[src/rtl/atp_pkg.sv]
// atp_pkg: shared types and defaults for the ATP shared-resource arbiters
package atp_pkg;
  typedef enum logic [1:0] {IDLE, START, PRINT, RELEASE} arb_state_t;
  typedef enum logic {ST_OK, ST_ERR} job_status_t;
  localparam int N_KIOSK_DEF = 4;
  localparam int TIMEOUT_DEF = 1024;
endpackage

[src/rtl/atp_printer_arbiter_if.sv]
// atp_printer_arbiter_if: kiosk request/grant and printer handshake bundle
interface atp_printer_arbiter_if import atp_pkg::*; #(
  parameter int N_KIOSK = N_KIOSK_DEF
) ();
  localparam int IW = $clog2(N_KIOSK);
  logic [N_KIOSK-1:0] req;
  logic [N_KIOSK-1:0] grant;
  logic [N_KIOSK-1:0] job_done;
  logic [N_KIOSK-1:0] job_err;
  logic               prn_start;
  logic [IW-1:0]      prn_kiosk_id;
  logic               prn_done;
  logic               prn_abort;
  logic               busy;
  modport master (
    output req, prn_done,
    input  grant, job_done, job_err, prn_start, prn_kiosk_id, prn_abort, busy
  );
  modport slave (
    input  req, prn_done,
    output grant, job_done, job_err, prn_start, prn_kiosk_id, prn_abort, busy
  );
endinterface

[src/rtl/atp_rr_pick.sv]
// atp_rr_pick: combinational round-robin picker, first set bit after last with wrap
module atp_rr_pick #(
  parameter int N = 4
) (
  input  logic [N-1:0]         req,
  input  logic [$clog2(N)-1:0] last,
  output logic                 valid,
  output logic [$clog2(N)-1:0] idx
);
  logic [$clog2(N)-1:0] j;
  // scan downward so the nearest candidate after last is the final assignment
  always_comb begin
    valid = 1'b0;
    idx = '0;
    j = '0;
    for (int i = N; i >= 1; i--) begin
      j = $clog2(N)'((int'(last) + i) % N);
      if (req[j]) begin
        valid = 1'b1;
        idx = j;
      end
    end
  end
endmodule

[src/rtl/atp_printer_arbiter.sv]
// atp_printer_arbiter: round-robin receipt printer sharing; timeout abort under ATP_PRN_TIMEOUT_EN
module atp_printer_arbiter import atp_pkg::*; #(
  parameter int N_KIOSK = N_KIOSK_DEF,
  parameter int TIMEOUT_CYCLES = TIMEOUT_DEF
) (
  input logic clk,
  input logic reset,
  atp_printer_arbiter_if.slave bus
);
  localparam int IW = $clog2(N_KIOSK);
  arb_state_t state_q, state_d;
  job_status_t st;
  logic [IW-1:0] last_q, last_d, idx_q, idx_d, pick_idx;
  logic [N_KIOSK-1:0] grant_q, grant_d, done_q, done_d;
  logic start_q, start_d, busy_q, busy_d, pick_valid, tmo, fin;
  atp_rr_pick #(.N(N_KIOSK)) u_pick (
    .req(bus.req),
    .last(last_q),
    .valid(pick_valid),
    .idx(pick_idx)
  );
`ifdef ATP_PRN_TIMEOUT_EN
  localparam int CW = $clog2(TIMEOUT_CYCLES + 1);
  logic [CW-1:0] cnt_q, cnt_d;
  logic [N_KIOSK-1:0] err_q, err_d;
  logic abort_q, abort_d;
  assign tmo = state_q == PRINT && cnt_q == CW'(TIMEOUT_CYCLES - 1);
  // PRINT-cycle counter, cleared while in START so it starts at zero in PRINT
  always_comb begin
    cnt_d = state_q == START ? '0 : state_q == PRINT ? cnt_q + 1'b1 : cnt_q;
    err_d = fin && st == ST_ERR ? N_KIOSK'(1) << idx_q : '0;
    abort_d = fin && st == ST_ERR;
  end
  // timeout counter and error pulses
  always_ff @(posedge clk or posedge reset)
    if (reset) begin
      cnt_q <= '0;
      err_q <= '0;
      abort_q <= 1'b0;
    end else begin
      cnt_q <= cnt_d;
      err_q <= err_d;
      abort_q <= abort_d;
    end
  assign bus.job_err = err_q;
  assign bus.prn_abort = abort_q;
`else
  logic unused_tmo_cfg;
  assign unused_tmo_cfg = ^TIMEOUT_CYCLES;
  assign tmo = 1'b0;
  assign bus.job_err = '0;
  assign bus.prn_abort = 1'b0;
`endif
  // next state and next registered outputs; prn_done wins over a same-cycle timeout
  always_comb begin
    st = bus.prn_done ? ST_OK : ST_ERR;
    fin = state_q == PRINT && (bus.prn_done || tmo);
    state_d = state_q == IDLE ? (pick_valid ? START : IDLE) :
              state_q == START ? PRINT :
              state_q == PRINT ? (fin ? RELEASE : PRINT) : IDLE;
    idx_d = state_q == IDLE && pick_valid ? pick_idx : idx_q;
    last_d = state_q == RELEASE ? idx_q : last_q;
    grant_d = state_d == START || state_d == PRINT ? N_KIOSK'(1) << idx_d : '0;
    start_d = state_d == START;
    busy_d = state_d != IDLE;
    done_d = fin && st == ST_OK ? N_KIOSK'(1) << idx_q : '0;
  end
  // FSM state, round-robin pointer and registered outputs
  always_ff @(posedge clk or posedge reset)
    if (reset) begin
      state_q <= IDLE;
      last_q <= IW'(N_KIOSK - 1);
      idx_q <= '0;
      grant_q <= '0;
      start_q <= 1'b0;
      busy_q <= 1'b0;
      done_q <= '0;
    end else begin
      state_q <= state_d;
      last_q <= last_d;
      idx_q <= idx_d;
      grant_q <= grant_d;
      start_q <= start_d;
      busy_q <= busy_d;
      done_q <= done_d;
    end
  assign bus.grant = grant_q;
  assign bus.prn_start = start_q;
  assign bus.prn_kiosk_id = idx_q;
  assign bus.job_done = done_q;
  assign bus.busy = busy_q;
endmodule

[src/flat_wrapper.sv]
// flat-port wrapper written by rule: the top's interface ports become plain ports
module atp_printer_arbiter_flat import atp_pkg::*;
#(
  parameter int N_KIOSK = N_KIOSK_DEF,
  parameter int TIMEOUT_CYCLES = TIMEOUT_DEF
)
  (clk, reset, bus_req, bus_prn_done, bus_grant, bus_job_done, bus_job_err, bus_prn_start, bus_prn_kiosk_id, bus_prn_abort, bus_busy);
  atp_printer_arbiter_if #(.N_KIOSK(N_KIOSK)) bus_i ();
  input logic clk;
  input logic reset;
  input wire logic [$bits(bus_i.req)-1:0] bus_req;
  input wire logic [$bits(bus_i.prn_done)-1:0] bus_prn_done;
  output wire logic [$bits(bus_i.grant)-1:0] bus_grant;
  output wire logic [$bits(bus_i.job_done)-1:0] bus_job_done;
  output wire logic [$bits(bus_i.job_err)-1:0] bus_job_err;
  output wire logic [$bits(bus_i.prn_start)-1:0] bus_prn_start;
  output wire logic [$bits(bus_i.prn_kiosk_id)-1:0] bus_prn_kiosk_id;
  output wire logic [$bits(bus_i.prn_abort)-1:0] bus_prn_abort;
  output wire logic [$bits(bus_i.busy)-1:0] bus_busy;
  assign bus_i.req = bus_req;
  assign bus_i.prn_done = bus_prn_done;
  assign bus_grant = bus_i.grant;
  assign bus_job_done = bus_i.job_done;
  assign bus_job_err = bus_i.job_err;
  assign bus_prn_start = bus_i.prn_start;
  assign bus_prn_kiosk_id = bus_i.prn_kiosk_id;
  assign bus_prn_abort = bus_i.prn_abort;
  assign bus_busy = bus_i.busy;
  atp_printer_arbiter #(.N_KIOSK(N_KIOSK), .TIMEOUT_CYCLES(TIMEOUT_CYCLES)) u_core (.clk(clk), .reset(reset), .bus(bus_i));
endmodule
[config.mk]
export PLATFORM = sky130hd
export DESIGN_NAME = atp_printer_arbiter_flat
export DESIGN_NICKNAME = d
export VERILOG_FILES = /design/src/rtl/atp_pkg.sv /design/src/rtl/atp_printer_arbiter_if.sv /design/src/rtl/atp_rr_pick.sv /design/src/rtl/atp_printer_arbiter.sv /design/src/flat_wrapper.sv
export SDC_FILE = /design/constraint.sdc
export NUM_CORES = 1
export LEC_CHECK = 0
export CAP_MARGIN = 20
export CORE_MARGIN = 5
export CORE_UTILIZATION = 40
export CTS_CLUSTER_SIZE = 14
export DETAILED_ROUTE_END_ITERATION = 6
export PLACE_DENSITY_LB_ADDON = 0.05
export SETUP_SLACK_MARGIN = 0.02
export SLEW_MARGIN = 20
export SYNTH_ARGS = -nofsm -noshare
export SYNTH_HDL_FRONTEND = slang
export SYNTH_HIERARCHICAL = 1
export SYNTH_SLANG_ARGS = --single-unit
[constraint.sdc]
create_clock -name clk -period 1.78 [get_ports clk]
set_input_delay 0.356 -clock clk [delete_from_list [all_inputs] [get_ports clk]]
set_output_delay 0.356 -clock clk [all_outputs]
set_load 0.03 [all_outputs]
==> results <==
- The class of the most critical setup path is reg2out.
- The tightest slew margin relative to the limit is 0.589.
- The number of gates resized after CTS was 0.
- The net switching component of the power is 768 µW.
- The non-filler instance count after layout is 128.
- The global router's overall resource usage is 0.103.
- Each instance of the synthesized netlist takes up on average 11.2 µm².
- Counting the buffers created by CTS gives 3.
- The internal cell power is about 1100 µW.
- The tool flagged a number of max-cap violations equal to 0.
- The required time of the worst setup path is 1420 ps.
- TritonCTS built the clock tree.
- The number of buffers inserted by post-CTS setup repair is 0.
- The number of vias per cell after detailed routing is 4.57.
- Measured on the finished design, the core utilization comes to 0.563.
- The number of synthesized register bits is 16.
- The final route contains 585 vias.
- Setup repair after global routing left no endpoint under its margin.
- The flow ran to the end, and the final reports show no timing, DRC or antenna violations.
- The max-slew violation count was 0.
- Leaving out fill and tap cells, the most frequent cells in the layout are 18 x sky130_fd_sc_hd__clkdlybuf4s50_1, 14 x sky130_fd_sc_hd__dfrtp_1, 8 x sky130_fd_sc_hd__buf_4, 7 x sky130_fd_sc_hd__inv_1, 6 x sky130_fd_sc_hd__ha_1.
- Counting every instance in the synthesized netlist gives 74.
- The worst hold path belongs to the class in2async.
- The library cell used most frequently in the layout, excluding fill and tap cells, is sky130_fd_sc_hd__clkdlybuf4s50_1.
- The share of post-route cells with drive strength above 1 is 0.208.
- The data arrival time of the critical path is around 1300 ps.
- The total power divided by cell area is about 1700 mW/mm².
- The first global-routing pass estimated 2510 µm of wire.
- The count of hold-fix buffers inserted at cts is 0.
- The share of total power dissipated in combinational logic is 0.566.
- The worst hold slack is 433 ps.
- The core region is 0.00196 mm².
- The fmax is between 0.6 and 0.7 GHz.
- Of the total power, the share spent switching nets is 0.403.
- The shortest clock period the worst path allows after layout is 1660 ps.
- Yosys printed 6 warnings.
- Clock-pin slew was measured on the worst setup and hold paths at 100 ps.
- The critical path's top delay family is buffers and inverters.
- The initial utilization of the core area, before any placement, comes to 0.422.
- Of all nets on the critical path, the largest fanout is 2.
- The routability congestion estimate is 0.754.
- Entering global routing, the biggest net connects 17 pins.
- The worst setup path is captured at an output port.
- The netlist uses 27 different library cells.
- The final layout contains 115 nets.
- The share of the clock period used by the worst path after layout is 0.935.
- Across the VDD grid, the largest voltage drop is 0.829 mV.
- During placement, the flow inserted port buffers numbering 18.
- The detail route stage leaves a number of antenna-violating nets equal to 0.
- The floorplan die height is about 55 µm.
- The part of the Yosys area used for sequential elements is 0.487.
- Compared with the post-synthesis result, the final layout area differs by 33.6%.
- The number of primary I/O pins is 24.
- The routed length per placed instance is 12.1 µm.
- The via count of the first global-routing pass was 558.
- The cell count after placement is 124.
- The signal on the critical path passes through clkdlybuf4s50_1.
- The number of buffer and inverter stages on the critical path is 1.
- The HPWL reported at the end of detailed placement is 1150 µm.
- In this run the horizontal extent of the chip is 55.5 µm.
- The largest stage delay on the critical path is 670 ps.
- STA classifies the critical path startpoint as a flop.
- The transition at the pin with the smallest max-transition slack is 615 ps.
- The count of endpoints failing hold in the final timing report came to 0.
- After detailed routing, the number of remaining DRC violations is 0.
- The number of clock sinks seen by CTS is 16.
- The share of total power dissipated in the clock network is 0.125.
- The number of antenna violations at the first check in global routing came to 0.
- The final antenna diode count is 0.
- The share of total power dissipated in sequential elements is 0.309.
- For this design, the slowest cell found on the critical path is sky130_fd_sc_hd__clkdlybuf4s50_1.
- The number of H-tree levels is 1.
- Counting the fill cells in the layout gives 185.
- Setup violations remaining at the end of the flow were counted as 0.
- For the worst-skew pair, the clock arrives at the later sink with an insertion delay of 280 ps.
- The floorplan step defined a die boundary enclosing 0.00308 mm².
- The synthesized area is 827 µm².
- Summed over all layers, the global routing overflow is 0.
- The floorplan has 16 rows.
- No sink is reached through more buffers than the 2 on the longest clock path.
- For this block, the initial DRC count from the detailed router was 11.
- The detailed-route wire length is 1550 µm.
- Summed over all cells, the static leakage comes to ~0.00052 µW.
- The number of iterations in the first detailed-routing pass is 4.
- The worst clock skew on the final layout is around 4.3 ps.
- The tree is rooted in a sky130_fd_sc_hd__clkbuf_4.
cells in the mapped netlist, drive strengths merged:
| library cell | count | area [µm²] |
|---|---|---|
| dfrtp | 14 | 350 |
| buf | 7 | 47.6 |
| inv | 7 | 26.3 |
| a21oi | 6 | 33.8 |
| ha | 6 | 75.1 |
| nor2 | 5 | 18.8 |
| mux2 | 4 | 52.6 |
| nand2 | 3 | 18.8 |
| nand2b | 3 | 18.8 |
| dfstp | 2 | 52.6 |
| mux2i | 2 | 20.0 |
| nand3b | 2 | 15.0 |
| nand4b | 2 | 17.5 |
| nor3b | 2 | 15.0 |
| a31oi | 1 | 6.26 |
| and2b | 1 | 7.51 |
| and4 | 1 | 8.76 |
| conb | 1 | 3.75 |
| nand3 | 1 | 5.00 |
| nand4 | 1 | 6.26 |
| nor3 | 1 | 5.00 |
| o221ai | 1 | 15.0 |
| o31ai | 1 | 7.51 |
power groups by stage:
stage / Clock [µW] / Sequential [µW] / Combinational [µW]
5_1_grt: 268 / 601 / 1190
3_5_place_dp: 0 / 598 / 1070
2_1_floorplan: 0 / 736 / 566
6_report: 238 / 589 / 1080
3_3_place_gp: 0 / 594 / 1070
4_1_cts: 248 / 590 / 1080
kinds of logic after synthesis:
family	after synthesis	share of synthesized area
flops	16	0.487
other cells	1	0.00453
compound gates	9	0.0756
mux	6	0.0877
fa+ha+maj	6	0.0908
buf+inv	14	0.0893
simple gates	22	0.165
area by class of cell:
class                           instances  area [µm²]  share of cell area
Sequential cell                        16         403               0.365
Multi-Input combinational cell         48         365               0.331
Timing Repair Buffer                   26         240               0.217
Clock buffer                            4        36.3              0.0328
Tap cell                               27        33.8              0.0306
Inverter                                7        26.3              0.0238
metrics by stage:
stage / setup slack (ps) / power [µW] / instance area (µm²) / setup TNS, ps
2_1_floorplan: 275 / 1300 / 842 / 0
3_3_place_gp: -12.0 / 1660 / 1070 / -15.0
3_5_place_dp: -4.48 / 1670 / 1070 / -4.48
4_1_cts: 95.1 / 1920 / 1100 / 0
5_1_grt: 51.2 / 2050 / 1100 / 0
6_report: 116 / 1910 / 1100 / 0
sequential cells by signal, summed over array words and instances (netlist names):
| register | count |
|---|---|
| u_core/bus.busy | 1 |
| u_core/last_q | 2 |
| u_core/state_q | 2 |
| u_core/bus.job_done | 4 |
| u_core/bus.prn_kiosk_id | 2 |
| u_core/bus.grant | 4 |
| u_core/bus.prn_start | 1 |
final timing paths:
kind / start / end / cells past startpoint / slack, ps
setup / recovery: u_core/bus.prn_kiosk_id[0] / bus_prn_kiosk_id[0] / 1 / 120
hold / removal: reset / u_core/bus.job_done[0] / 2 / 430
setup reg to reg: u_core/state_q[0] / u_core/bus.grant[1] / 6 / 220
hold reg to reg: u_core/bus.prn_kiosk_id[1] / u_core/bus.job_done[0] / 2 / 610
max in group asynchronous: reset / u_core/state_q[0] / 2 / 950
min in group clk: u_core/bus.prn_kiosk_id[1] / u_core/bus.job_done[0] / 2 / 610
layer usage:
metal  wire length (µm)  vias to the layer above  global-route usage
li1                   -                      293                   -
met4                  0                        0              0.0208
met3                 91                        0              0.0396
met2                782                       14               0.174
met5                  0                        -                   0
met1                679                      278               0.124
Note: power is estimated with default switching activity, not from simulation.
